File: config.mk
export PLATFORM = sky130hd
export DESIGN_NAME = mod_msgsched_flat
export DESIGN_NICKNAME = d
export VERILOG_FILES = /design/src/rtl/sha256_pkg.sv /design/src/rtl/mod_msgsched_if.sv /design/src/rtl/mod_msgsched_sigma.sv /design/src/rtl/mod_msgsched.sv /design/src/flat_wrapper.sv
export SDC_FILE = /design/constraint.sdc
export NUM_CORES = 1
export LEC_CHECK = 0
export BUFFER_PORTS_ARGS = -buffer_cell sky130_fd_sc_hd__buf_2
export CORE_MARGIN = 2
export CORE_UTILIZATION = 60
export DETAILED_ROUTE_END_ITERATION = 8
export PLACE_DENSITY = 0.77
export REMOVE_ABC_BUFFERS = 1
export SLEW_MARGIN = 20
export SYNTH_ARGS = -nofsm -noshare
export SYNTH_HDL_FRONTEND = slang
export SYNTH_HIERARCHICAL = 1
export SYNTH_SLANG_ARGS = --single-unit
File: constraint.sdc
create_clock -name clk -period 42.8 [get_ports clk]
set_input_delay 6.42 -clock clk [delete_from_list [all_inputs] [get_ports clk]]
set_output_delay 6.42 -clock clk [all_outputs]
set_load 0.05 [all_outputs]
File: src/rtl/sha256_pkg.sv
// rtl/sha256_pkg.sv - SHA-256 shared constants, schedule state encoding and sigma helpers
package sha256_pkg;

    // RAM word map: H constants, then K constants, then the W schedule
    localparam int H_BASE = 0;
    localparam int K_BASE = 8;
    localparam int W_BASE = 72;

    localparam int N_BLOCK_WORDS = 16;
    localparam int N_EXP_WORDS   = 48;
    localparam int N_SCHED_WORDS = 64;

    typedef enum logic [1:0] {
        ST_IDLE   = 2'd0,
        ST_LOAD   = 2'd1,
        ST_EXPAND = 2'd2,
        ST_DONE   = 2'd3
    } msgsched_state_e;

    function automatic logic [31:0] rotr(input logic [31:0] x, input int n);
        return (x >> n) | (x << (32 - n));
    endfunction

    function automatic logic [31:0] sigma0(input logic [31:0] x);
        return rotr(x, 7) ^ rotr(x, 18) ^ (x >> 3);
    endfunction

    function automatic logic [31:0] sigma1(input logic [31:0] x);
        return rotr(x, 17) ^ rotr(x, 19) ^ (x >> 10);
    endfunction

endpackage

File: src/rtl/mod_msgsched_if.sv
// rtl/mod_msgsched_if.sv - message-schedule control and RAM bus; MOD_MSGSCHED_WOUT_EN adds the W stream
interface mod_msgsched_if #(
    parameter int ADDR_W = 8
);
    logic              mem_ready;
    logic              start;
    logic              busy;
    logic              done;
    logic [ADDR_W-1:0] ram_addr;
    logic              ram_re;
    logic              ram_we;
    logic [31:0]       ram_din;
    logic [31:0]       ram_dout;
`ifdef MOD_MSGSCHED_WOUT_EN
    logic [31:0]       w_out;
    logic              w_valid;
    logic [5:0]        w_idx;
`endif

    modport master (
        input  mem_ready, start, ram_dout,
        output busy, done, ram_addr, ram_re, ram_we, ram_din
`ifdef MOD_MSGSCHED_WOUT_EN
        , output w_out, w_valid, w_idx
`endif
    );

    modport slave (
        output mem_ready, start, ram_dout,
        input  busy, done, ram_addr, ram_re, ram_we, ram_din
`ifdef MOD_MSGSCHED_WOUT_EN
        , input w_out, w_valid, w_idx
`endif
    );

endinterface

File: src/rtl/mod_msgsched_sigma.sv
// rtl/mod_msgsched_sigma.sv - combinational sigma0/sigma1 pair and four-operand schedule adder
module msgsched_sigma
    import sha256_pkg::*;
(
    input  logic [31:0] w_m16,
    input  logic [31:0] w_m15,
    input  logic [31:0] w_m7,
    input  logic [31:0] w_m2,
    output logic [31:0] w_new
);

    // W[t] = sigma1(W[t-2]) + W[t-7] + sigma0(W[t-15]) + W[t-16], carries discarded
    assign w_new = sigma1(w_m2) + w_m7 + sigma0(w_m15) + w_m16;

endmodule

File: src/rtl/mod_msgsched.sv
// rtl/mod_msgsched.sv - SHA-256 message schedule: load 16 words, expand and write back W[16..63]; MOD_MSGSCHED_WOUT_EN streams W
module mod_msgsched
    import sha256_pkg::*;
#(
    parameter int W_BASE = sha256_pkg::W_BASE,
    parameter int ADDR_W = 8
) (
    input  logic           clk,
    input  logic           rst,
    mod_msgsched_if.master bus
);

    localparam logic [1:0] S_IDLE   = ST_IDLE;
    localparam logic [1:0] S_LOAD   = ST_LOAD;
    localparam logic [1:0] S_EXPAND = ST_EXPAND;
    localparam logic [1:0] S_DONE   = ST_DONE;

    localparam logic [ADDR_W-1:0] ADDR_BLOCK = ADDR_W'(W_BASE);
    localparam logic [ADDR_W-1:0] ADDR_EXP   = ADDR_W'(W_BASE + N_BLOCK_WORDS);
    localparam logic [5:0]        LOAD_LAST  = 6'(N_BLOCK_WORDS);
    localparam logic [5:0]        EXP_LAST   = 6'(N_EXP_WORDS - 1);

    logic [1:0]  state;
    logic [5:0]  cnt;
    logic [31:0] win [16];
    logic        shift_en;
    logic [31:0] shift_word;
    logic [31:0] w_next;

    // RAM outputs are registered, so the word written in a cycle is computed
    // one edge earlier from the window before that edge's shift: indices
    // 1/2/10/15 pre-shift are W[t-16]/W[t-15]/W[t-7]/W[t-2] of the next word.
    msgsched_sigma u_sigma (
        .w_m16 (win[1]),
        .w_m15 (win[2]),
        .w_m7  (win[10]),
        .w_m2  (win[15]),
        .w_new (w_next)
    );

    // Word entering the window this cycle: read data in LOAD, written word in EXPAND
    always_comb begin
        shift_en   = 1'b0;
        shift_word = 32'h0;
        if (state == S_LOAD && cnt != 6'd0) begin
            shift_en   = 1'b1;
            shift_word = bus.ram_dout;
        end else if (state == S_EXPAND) begin
            shift_en   = 1'b1;
            shift_word = bus.ram_din;
        end
    end

    // 16-word sliding window, index 0 oldest
    always_ff @(posedge clk) begin
        if (rst) begin
            for (int i = 0; i < 16; i++) win[i] <= 32'h0;
        end else if (shift_en) begin
            for (int i = 0; i < 15; i++) win[i] <= win[i+1];
            win[15] <= shift_word;
        end
    end

    // Sequencer and registered RAM/status outputs
    always_ff @(posedge clk) begin
        if (rst) begin
            state        <= S_IDLE;
            cnt          <= 6'd0;
            bus.busy     <= 1'b0;
            bus.done     <= 1'b0;
            bus.ram_re   <= 1'b0;
            bus.ram_we   <= 1'b0;
            bus.ram_addr <= '0;
            bus.ram_din  <= 32'h0;
        end else begin
            case (state)
                S_IDLE: begin
                    if (bus.start && bus.mem_ready) begin
                        state        <= S_LOAD;
                        cnt          <= 6'd0;
                        bus.busy     <= 1'b1;
                        bus.ram_re   <= 1'b1;
                        bus.ram_addr <= ADDR_BLOCK;
                    end
                end
                S_LOAD: begin
                    if (cnt == LOAD_LAST) begin
                        state        <= S_EXPAND;
                        cnt          <= 6'd0;
                        bus.ram_re   <= 1'b0;
                        bus.ram_we   <= 1'b1;
                        bus.ram_addr <= ADDR_EXP;
                        bus.ram_din  <= w_next;
                    end else begin
                        cnt          <= cnt + 6'd1;
                        bus.ram_re   <= (cnt < LOAD_LAST - 6'd1);
                        bus.ram_addr <= ADDR_BLOCK + ADDR_W'(cnt + 6'd1);
                    end
                end
                S_EXPAND: begin
                    if (cnt == EXP_LAST) begin
                        state      <= S_DONE;
                        bus.busy   <= 1'b0;
                        bus.done   <= 1'b1;
                        bus.ram_we <= 1'b0;
                    end else begin
                        cnt          <= cnt + 6'd1;
                        bus.ram_addr <= bus.ram_addr + ADDR_W'(1);
                        bus.ram_din  <= w_next;
                    end
                end
                S_DONE: begin
                    state    <= S_IDLE;
                    bus.done <= 1'b0;
                end
                default: state <= S_IDLE;
            endcase
        end
    end

`ifdef MOD_MSGSCHED_WOUT_EN
    // Every W word is presented the cycle it enters the window
    always_comb begin
        bus.w_valid = shift_en;
        bus.w_out   = shift_en ? shift_word : 32'h0;
        bus.w_idx   = 6'd0;
        if (state == S_LOAD && cnt != 6'd0) bus.w_idx = cnt - 6'd1;
        else if (state == S_EXPAND)         bus.w_idx = cnt + 6'(N_BLOCK_WORDS);
    end
`endif

endmodule

File: src/flat_wrapper.sv
// flat-port wrapper written by rule: the top's interface ports become plain ports
module mod_msgsched_flat import sha256_pkg::*;
#(
    parameter int W_BASE = sha256_pkg::W_BASE,
    parameter int ADDR_W = 8
)
  (clk, rst, bus_mem_ready, bus_start, bus_ram_dout, bus_busy, bus_done, bus_ram_addr, bus_ram_re, bus_ram_we, bus_ram_din);
  mod_msgsched_if #(.ADDR_W(ADDR_W)) bus_i ();
  input  logic clk;
  input  logic rst;
  input wire logic [$bits(bus_i.mem_ready)-1:0] bus_mem_ready;
  input wire logic [$bits(bus_i.start)-1:0] bus_start;
  input wire logic [$bits(bus_i.ram_dout)-1:0] bus_ram_dout;
  output wire logic [$bits(bus_i.busy)-1:0] bus_busy;
  output wire logic [$bits(bus_i.done)-1:0] bus_done;
  output wire logic [$bits(bus_i.ram_addr)-1:0] bus_ram_addr;
  output wire logic [$bits(bus_i.ram_re)-1:0] bus_ram_re;
  output wire logic [$bits(bus_i.ram_we)-1:0] bus_ram_we;
  output wire logic [$bits(bus_i.ram_din)-1:0] bus_ram_din;
  assign bus_i.mem_ready = bus_mem_ready;
  assign bus_i.start = bus_start;
  assign bus_i.ram_dout = bus_ram_dout;
  assign bus_busy = bus_i.busy;
  assign bus_done = bus_i.done;
  assign bus_ram_addr = bus_i.ram_addr;
  assign bus_ram_re = bus_i.ram_re;
  assign bus_ram_we = bus_i.ram_we;
  assign bus_ram_din = bus_i.ram_din;
  mod_msgsched #(.W_BASE(W_BASE), .ADDR_W(ADDR_W)) u_core (.clk(clk), .rst(rst), .bus(bus_i));
endmodule
==> results of run 1 <==
-- layout make-up --
class	count	area, um2
Sequential cell	532	15450
Fill cell	2949	13540
Multi-Input combinational cell	1164	8541
Clock buffer	72	1439
Tap cell	532	665.6
Inverter	141	529.3
Timing Repair Buffer	92	511.7
Clock inverter	22	152.6
-- layout by cell type (no fill, tap or decap), types with 22 or more instances in the layout --
cell type | Yosys | final
and2_1 | 290 | 290
mux2i_1 | 34 | 34
xor2_1 | 53 | 53
clkbuf_16 | 0 | 54
nand2_1 | 158 | 158
a21oi_1 | 75 | 75
xnor2_1 | 92 | 92
fa_1 | 62 | 62
ha_1 | 38 | 38
nor2b_1 | 162 | 162
dfxtp_1 | 52 | 52
edfxtp_1 | 480 | 480
inv_1 | 139 | 139
nand3_1 | 23 | 22
buf_2 | 28 | 78
-- metal layers --
metal  vias to the layer above  wire length, um  track usage [%]
li1                       6631                -                -
met1                      6772            21790            34.10
met2                       428            22410            34.84
met3                        83             3497            4.523
met4                         0             1461            8.128
met5                         -                0                0
-- kinds of logic after synthesis --
family	count (synthesis)
buf+inv	225
mux	34
simple gates	693
xor+xnor	145
compound gates	192
flops	532
fa+ha+maj	100
-- sequential cells by signal, indices dropped and copies added (netlist names) --
| register | cells |
|---|---|
| u_core/bus.ram_we | 1 |
| u_core/bus.ram_re | 1 |
| u_core/win | 480 |
| u_core/bus.ram_din | 32 |
| u_core/cnt | 6 |
| u_core/bus.busy | 1 |
| u_core/bus.ram_addr | 8 |
| u_core/state | 2 |
| u_core/bus.done | 1 |
-- per-stage QoR --
stage,utilization [%],power (mW),cells
floorplan,-,1.506,1837
global placement,62.95,1.706,2461
detailed placement,62.95,1.718,2461
CTS,66.84,2.158,2555
global route,66.84,2.295,2555
finish,66.84,2.156,2555
-- worst paths after layout --
path	endpoint	slack, ps	depth (start not counted)
worst max-delay path	u_core/win[0][39]	33440	5
worst min register to register	u_core/bus.ram_din[9]	480	2
worst max register to register	u_core/bus.ram_din[24]	38080	15
worst min-delay path	u_core/bus.ram_din[9]	480	2
-- worst max-delay path: cells and delay by family --
kind	cells	cell delay, ps
AND/OR/NAND/NOR	1	630
buffers and inverters	4	2230
-- power breakdown --
part | leakage, nW | internal [mW] | switching [mW] | total [mW]
Combinational | 4.27 | 0.380 | 0.615 | 0.995
Sequential | 5.39 | 0.681 | 0.0514 | 0.732
Clock | 0.770 | 0.241 | 0.187 | 0.429
Total | 10.4 | 1.30 | 0.854 | 2.16
==> impl_metrics.yaml, run 1 <==
global_routing:
  overflow: 0
  grt_use_total_pct: 23.17
  grt_pass1_wl_mm: 76.54
  grt_pass1_vias: 13700
  antenna_found_initial: 0
  grt_max_degree: 189
critical_path:
  crit_start: "rst"
  crit_path_top_delay_cell: "buf_4"
  crit_type: "input pin to flop"
  cp_max_fo: 188
  required_ps: 43000
  r2r_start: "u_core/win[0][78]"
  worstSetupEndpointType: "flop"
  max_stage_delay_ps: 940
  arrival_ps: 9570
  cp_cell_sequence: "buf_6, inv_2, nand3_4, buf_12, buf_4"
  startpoint_type: "input pin"
route:
  post_drt_wl_per_cell_um: 19.24
  wirelength_mm: 49.15
  route.detailed.drc: 0
  first_pass_iters: 5
  via_count: 13910
  drt_iter0_drc: 1035
  postRouteAntennaNets: 0
  via_per_inst: 5.446
clocking:
  cts_tree: "yes"
  ctsRootBufferMaster: "clkbuf_16"
  cts.path.max_buffers: 3
  numCtsBuffers: 53
  hold_buffers: 0
  cts_resized: 0
  clkLatencyLatePin_ps: 600
  cts.sinks: 532
  cts_htree_levels: 2
  clkTransAtPathRegs_ps: 60
  cts_setup_buffers: 0
placed_design:
  place_hpwl_mm: 32.57
  pre_cts_slack_ps: 32850
  gp_congestion: 0.9106
  post_dp_cell_area_um2: 25700
  portBuffers: 79
die:
  placement_rows: 74
  die-area_um2: 43100
  core_um2: 40830
  start_util_pct: 60.91
  ios: 80
  die_w_um: 207.6
  die_h_um: 207.6
yosys:
  yosys_most_used_dff: "edfxtp_1"
  ys_seq_area_share_pct: 62.14
  syn_area_per_cell_um2: 12.95
  muxShareOfSynthArea_pct: 1.368
  synth_seq_cells: 532
  synth_fa_ha_area_share_pct: 6.902
  synth_top_area_share_pct: 57.95
  synth.most_common_cell: "edfxtp_1"
  synth-simple-area-share_pct: 15.60
  synth.cell_area_um2: 24870
  synth.area.top_cells: "edfxtp_1 58%, and2_1 7.3%, fa_1 5.0%"
  synth_warnings: 6
  synth-xor-area-share_pct: 5.106
  synth_cells: 1921
  synth_edf_count: 480
  synth_area_leader_cell: "edfxtp_1"
  synth_commonest_cells: "480 x edfxtp_1, 290 x and2_1, 162 x nor2b_1"
  synth-compound-area-share_pct: 5.242
  synth_top_family_by_area: "simple AND/OR/NAND/NOR gates"
  synthDistinctLibCells: 76
  async_flop_share_pct: 0
sta:
  rsz0062_at_grt: "false"
  setup_tns_ps: 0
  drv_slew: 0
  fin_crit_sh_pct: 21.88
  setup_slack_ps: 33440
  setup_violations: 0
  fmax_ghz: 0.1068
  worst_pin_slew_ps: 1042
  clock-skew-final_ps: 17.77
  max_slew_margin_pct: 30.52
  whs_ps: 479.4
  period_minus_slack_ps: 9363
  hold_violations: 0
final_layout:
  syn2layout_area_growth_pct: 9.740
  fin_nets: 2120
  antenna_cells: 0
  layout-drive-gt1-share_pct: 8.898
  fin_area_um2: 27290
run_status:
  outcome: "finished clean"
power:
  power_leakage_nw: 10.43
  vdd_drop_max_uv: 45.47
  p_per_area_nw_per_um2: 79.00
hold_path:
  hp-start: "u_core/bus.ram_din[9]"
  min_path_type: "flop to flop"
flow_run:
  max-cap-violations: 0
Power figures use the tool's default switching activity.
==> inputs of run 2 (changes only) <==
--- a/config.mk
+++ b/config.mk
@@ -7,9 +7,9 @@
 export LEC_CHECK = 0
 export BUFFER_PORTS_ARGS = -buffer_cell sky130_fd_sc_hd__buf_2
 export CORE_MARGIN = 2
-export CORE_UTILIZATION = 60
+export CORE_UTILIZATION = 56
 export DETAILED_ROUTE_END_ITERATION = 8
-export PLACE_DENSITY = 0.77
+export PLACE_DENSITY = 0.76
 export REMOVE_ABC_BUFFERS = 1
 export SLEW_MARGIN = 20
 export SYNTH_ARGS = -nofsm -noshare
==> constraint.sdc (replaced) <==
create_clock -name clk -period 8.2 [get_ports clk]
set_input_delay 1.23 -clock clk [delete_from_list [all_inputs] [get_ports clk]]
set_output_delay 1.23 -clock clk [all_outputs]
set_load 0.05 [all_outputs]
==> run 2 against run 1 <==
Worst hold slack about the same. Power rose to 5.3 times the previous value. Die area increased by 7.0%. Setup slack got worse by 30000 ps. Highest routed layer unchanged.
==> impl_metrics.yaml, run 2 (synthesized netlist as in run 1, its figures left out) <==
run_status:
  outcome: "finished clean"
global_routing:
  grt_pass1_vias: 13430
  grt_max_degree: 289
  grt_pass1_wl_mm: 76.34
  overflow: 0
  antenna_found_initial: 1
  grt_use_total_pct: 21.64
final_layout:
  final_cell_mix: "480 x edfxtp_1, 290 x and2_1, 162 x nor2b_1, 158 x nand2_1, 139 x inv_1"
  top_register: "u_core/win"
  syn2layout_area_growth_pct: 10.86
  largest_register_ffs: 480
  fin_nets: 2120
  antenna_cells: 0
  layout_commonest_cell: "edfxtp_1"
  top_regs: "u_core/win: 480 flops, u_core/bus.ram_din: 32 flops, u_core/bus.ram_addr: 8 flops"
  fillers: 3377
  layout-drive-gt1-share_pct: 9.512
clocking:
  cts_resized: 0
  ctsRootBufferMaster: "clkbuf_16"
  clkTransAtPathRegs_ps: 60
  cts_setup_buffers: 0
  numCtsBuffers: 55
  hold_buffers: 0
  cts.path.max_buffers: 3
  clkLatencyLatePin_ps: 600
  cts_htree_levels: 2
  cts_tree: "yes"
  cts.sinks: 532
die:
  placement_rows: 77
  die_h_um: 214.7
  die-area_um2: 46120
  start_util_pct: 56.49
  die_w_um: 214.7
  ios: 80
  core_um2: 44030
hold_path:
  min_to: "u_core/bus.ram_din[2]"
  min_path_cells: 2
  hp-start: "u_core/bus.ram_din[2]"
  min_path_type: "flop to flop"
critical_path:
  required_ps: 8730
  r2r_setup_slack_ps: 3650
  arrival_ps: 5090
  cp_cell_sequence: "xor2_1, xnor2_1, fa_1, fa_1, inv_1, ha_1, and3_1, and3_4, a211oi_4, a31oi_4, o311a_4, or4_1, nand3_1, nand2_1, mux2i_1"
  crit_type: "flop to flop"
  rr_worst_depth: 15
  cp_max_fo: 6
  max_stage_delay_ps: 540
  crit_path_top_delay_cell: "fa_1"
  path_delay_family: "adder cells"
  cp_common_cell: "fa_1"
  worstSetupEndpointType: "flop"
  r2r-end: "u_core/bus.ram_din[24]"
  path_buf_inv: 1
  startpoint_type: "flop"
  r2r_start: "u_core/win[0][78]"
placed_design:
  place_hpwl_mm: 32.60
  gp_congestion: 0.9089
  portBuffers: 79
route:
  via_count: 13910
  post_drt_wl_per_cell_um: 18.58
  drt_iter0_drc: 1353
  via_per_inst: 5.308
  wirelength_mm: 48.70
  first_pass_iters: 5
  route.detailed.drc: 0
  postRouteAntennaNets: 0
sta:
  worst_pin_slew_ps: 1130
  whs_ps: 479.5
  hold_violations: 0
  drv_slew: 0
  clock-skew-final_ps: 23.21
  setup_violations: 0
  max_slew_margin_pct: 24.65
  rsz0062_at_grt: "false"
  period_minus_slack_ps: 4554
  fmax_ghz: 0.2196
  fin_crit_sh_pct: 55.54
  setup_tns_ps: 0
power:
  vdd_drop_max_uv: 304.4
  power_leakage_nw: 10.53
  p_per_area_nw_per_um2: 415.9
flow_run:
  max-cap-violations: 0
run 2: cell count changes in the layout (fill, tap and decap cells not counted), sizes merged:
cell	before	now
bufinv	1	4
clkbuf	72	75
buf	92	90
clkinv	18	20
run 2: worst min-delay path: stages (launching register included):
cell and delay [ps]:
dfxtp_1 320, nand2_1 60, mux2i_1 50
run 2: power breakdown:
group	internal (mW)	total [mW]	switching, mW
Clock	1.43	2.44	1.01
Combinational	1.98	5.22	3.24
Sequential	3.55	3.80	0.249
Total	6.96	11.5	4.50
run 2: area by class of cell:
class / instances / area (um2) / area share, %
Clock buffer: 75 / 1524 / 5.527
Tap cell: 592 / 740.7 / 2.687
Multi-Input combinational cell: 1164 / 8541 / 30.98
Sequential cell: 532 / 15450 / 56.05
Inverter: 141 / 529.3 / 1.920
Clock inverter: 27 / 260.3 / 0.9439
Timing Repair Buffer: 90 / 521.8 / 1.892
run 2: worst max-delay path by stage:
stage | from | endpoint | slack [ps] | cells after the start
floorplan | rst | u_core/win[0][100] | -9230 | 2
global placement | u_core/win[0][78] | u_core/bus.ram_din[24] | 3700 | 15
detailed placement | u_core/win[0][76] | u_core/bus.ram_din[24] | 3680 | 15
CTS | u_core/win[0][76] | u_core/bus.ram_din[24] | 3650 | 15
global route | u_core/win[0][76] | u_core/bus.ram_din[24] | 3480 | 15
finish | u_core/win[0][78] | u_core/bus.ram_din[24] | 3650 | 15
run 2: metal layers:
metal	track usage [%]	vias up	part of all wire [%]
met2	32.87	398	46
met4	7.014	0	2.6
met3	4.176	69	6.2
met5	0	-	0
li1	-	6633	-
met1	31.72	6812	45
run 2: per-stage QoR:
| stage | power, mW | area (um2) | worst slack [ps] | std cells | utilization [%] |
|---|---|---|---|---|---|
| after detailed placement | 9.006 | 25790 | 3684 | 2519 | 58.57 |
| after global placement | 8.986 | 25790 | 3695 | 2519 | 58.57 |
| after global routing | 12.25 | 27570 | 3477 | 2621 | 62.62 |
| after CTS | 11.51 | 27570 | 3648 | 2621 | 62.62 |
| after floorplan | 7.862 | 24490 | -9226 | 1837 | - |
| final | 11.47 | 27570 | 3646 | 2621 | 62.62 |
==> inputs of run 3 (changes only) <==
==> constraint.sdc (replaced) <==
create_clock -name clk -period 3.9 [get_ports clk]
set_input_delay 0.585 -clock clk [delete_from_list [all_inputs] [get_ports clk]]
set_output_delay 0.585 -clock clk [all_outputs]
set_load 0.05 [all_outputs]
==> run 3 against run 2 <==
The run now ends with negative setup slack left. Register-to-register slack worse by 4100 ps. Cell area up 6.6%. Worst hold slack worse by 160 ps. Largest cell class unchanged. Clock-buffer cell count down 6. Critical endpoint is now u_core/bus.ram_din[27]. Critical path type unchanged.
==> impl_metrics.yaml, run 3 (synthesized netlist as in run 1, its figures left out) <==
run_status:
  outcome: "finished with violations"
  violations: "negative setup slack"
sta:
  max_slew_margin_pct: 39.15
  fin_crit_sh_pct: 110.7
  setup_slack_ps: -417.2
  setup_violations: 17
  rsz0062_at_grt: "true"
  worst_pin_slew_ps: 910.8
  hold_violations: 0
  clock-skew-final_ps: 18.63
  drv_slew: 0
  period_minus_slack_ps: 4317
  fmax_ghz: 0.2316
critical_path:
  cp_cell_sequence: "xor2_2, xnor2_1, buf_4, fa_1, fa_1, inv_1, ha_4, nand3_4, nor4_2, nand2_1, a211o_4, a21o_1, a211o_1, a211oi_2, nand2_1, mux2i_1"
  cp_max_fo: 4
  arrival_ps: 4850
  required_ps: 4440
  r2r_setup_slack_ps: -420
  path_depth: 16
  crit_type: "flop to flop"
  rr_worst_depth: 16
  startpoint_type: "flop"
  worstSetupEndpointType: "flop"
  max_stage_delay_ps: 530
  path_buf_inv: 2
  crit_path_top_delay_cell: "fa_1"
  path_delay_family: "adder cells"
global_routing:
  grt_use_total_pct: 23.14
  overflow: 0
  antenna_found_initial: 0
  grt_pass1_wl_mm: 81.54
  grt_max_degree: 106
  grt_pass1_vias: 14170
final_layout:
  final_cell_mix: "480 x edfxtp_1, 290 x and2_1, 162 x nor2b_1, 154 x nand2_1, 150 x buf_4"
  top_regs: "u_core/win: 480 flops, u_core/bus.ram_din: 32 flops, u_core/bus.ram_addr: 8 flops"
  final_util_pct: 66.78
  syn2layout_area_growth_pct: 18.21
  fin_nets: 2284
  stdcell_count: 2781
  fillers: 3169
  largest_register_ffs: 480
  layout_commonest_cell: "edfxtp_1"
  antenna_cells: 0
  layout-drive-gt1-share_pct: 19.78
  top_register: "u_core/win"
die:
  die_h_um: 214.7
  placement_rows: 77
  start_util_pct: 56.49
  ios: 80
  core_um2: 44030
  die-area_um2: 46120
  die_w_um: 214.7
placed_design:
  pre_cts_slack_ps: -473.6
  gp_congestion: 0.9189
  portBuffers: 79
  place_hpwl_mm: 36.10
  dp.cells: 2657
clocking:
  cts_tree: "yes"
  clkLatencyLatePin_ps: 600
  ctsRootBufferMaster: "clkbuf_16"
  numCtsBuffers: 55
  cts_htree_levels: 2
  cts.path.max_buffers: 3
  clkTransAtPathRegs_ps: 70
  cts.sinks: 532
route:
  met1_length_mm: 24.02
  route.detailed.drc: 0
  wirelength_mm: 53.15
  wl_met3_mm: 2.615
  via_per_inst: 5.238
  postRouteAntennaNets: 0
  met2_length_mm: 25.04
  via_count: 14570
  post_drt_wl_per_cell_um: 19.11
  first_pass_iters: 5
  top_layer: "met4"
  drt_iter0_drc: 1106
hold_path:
  min_path_cells: 3
  min_path_type: "input pin to flop"
flow_run:
  max-cap-violations: 0
[run 3: worst reg2reg max path: stages (launching register included)]
cell and delay, ps:
edfxtp_1 430, xor2_2 210, xnor2_1 130, buf_4 150, fa_1 510, fa_1 530
inv_1 70, ha_4 300, nand3_4 80, nor4_2 260, nand2_1 200, a211o_4 430
a21o_1 210, a211o_1 320, a211oi_2 220, nand2_1 70, mux2i_1 150
[run 3: worst paths after layout]
check | startpoint | endpoint
hold / removal | bus_ram_dout[0] | u_core/win[0][480]
setup reg to reg | u_core/win[0][92] | u_core/bus.ram_din[27]
hold reg to reg | u_core/bus.ram_din[13] | u_core/bus.ram_din[13]
setup / recovery | u_core/win[0][92] | u_core/bus.ram_din[27]
[run 3: repair_timing]
| item | in CTS | in global routing |
|---|---|---|
| endpoints found under the setup margin | 21 | 22 |
| hold buffers | 0 | 0 |
| resized for setup | 57 | 61 |
| pin swaps | 56 | 56 |
| buffers inserted | 15 | 11 |
[run 3: metrics by stage]
step	setup TNS [ps]	cell area, um2	hold slack (ps)
after detailed placement	-5594	26870	465.3
after floorplan	-6864340	24490	468.4
after global routing	-6787	29400	330.7
after CTS	-2700	28970	294.4
after global placement	-4317	26870	459.6
final	-3844	29400	323.1
[run 3: cell type report]
class / instances / area, um2 / share of cell area (%)
Clock buffer: 69 / 1460 / 4.966
Clock inverter: 29 / 240.2 / 0.8171
Inverter: 141 / 529.3 / 1.800
Multi-Input combinational cell: 1164 / 9096 / 30.94
Sequential cell: 532 / 15450 / 52.57
Tap cell: 592 / 740.7 / 2.519
Timing Repair Buffer: 254 / 1879 / 6.392
[run 3: per-layer routing]
metal / up-vias / global-route usage (%)
li1: 6960 / -
met1: 7164 / 33.54
met2: 362 / 36.02
met3: 81 / 3.977
met4: 0 / 7.338
met5: - / 0
Power of run 3 is not shown: default switching activity piles up to over one toggle a cycle in this logic, so the estimate is an artifact.
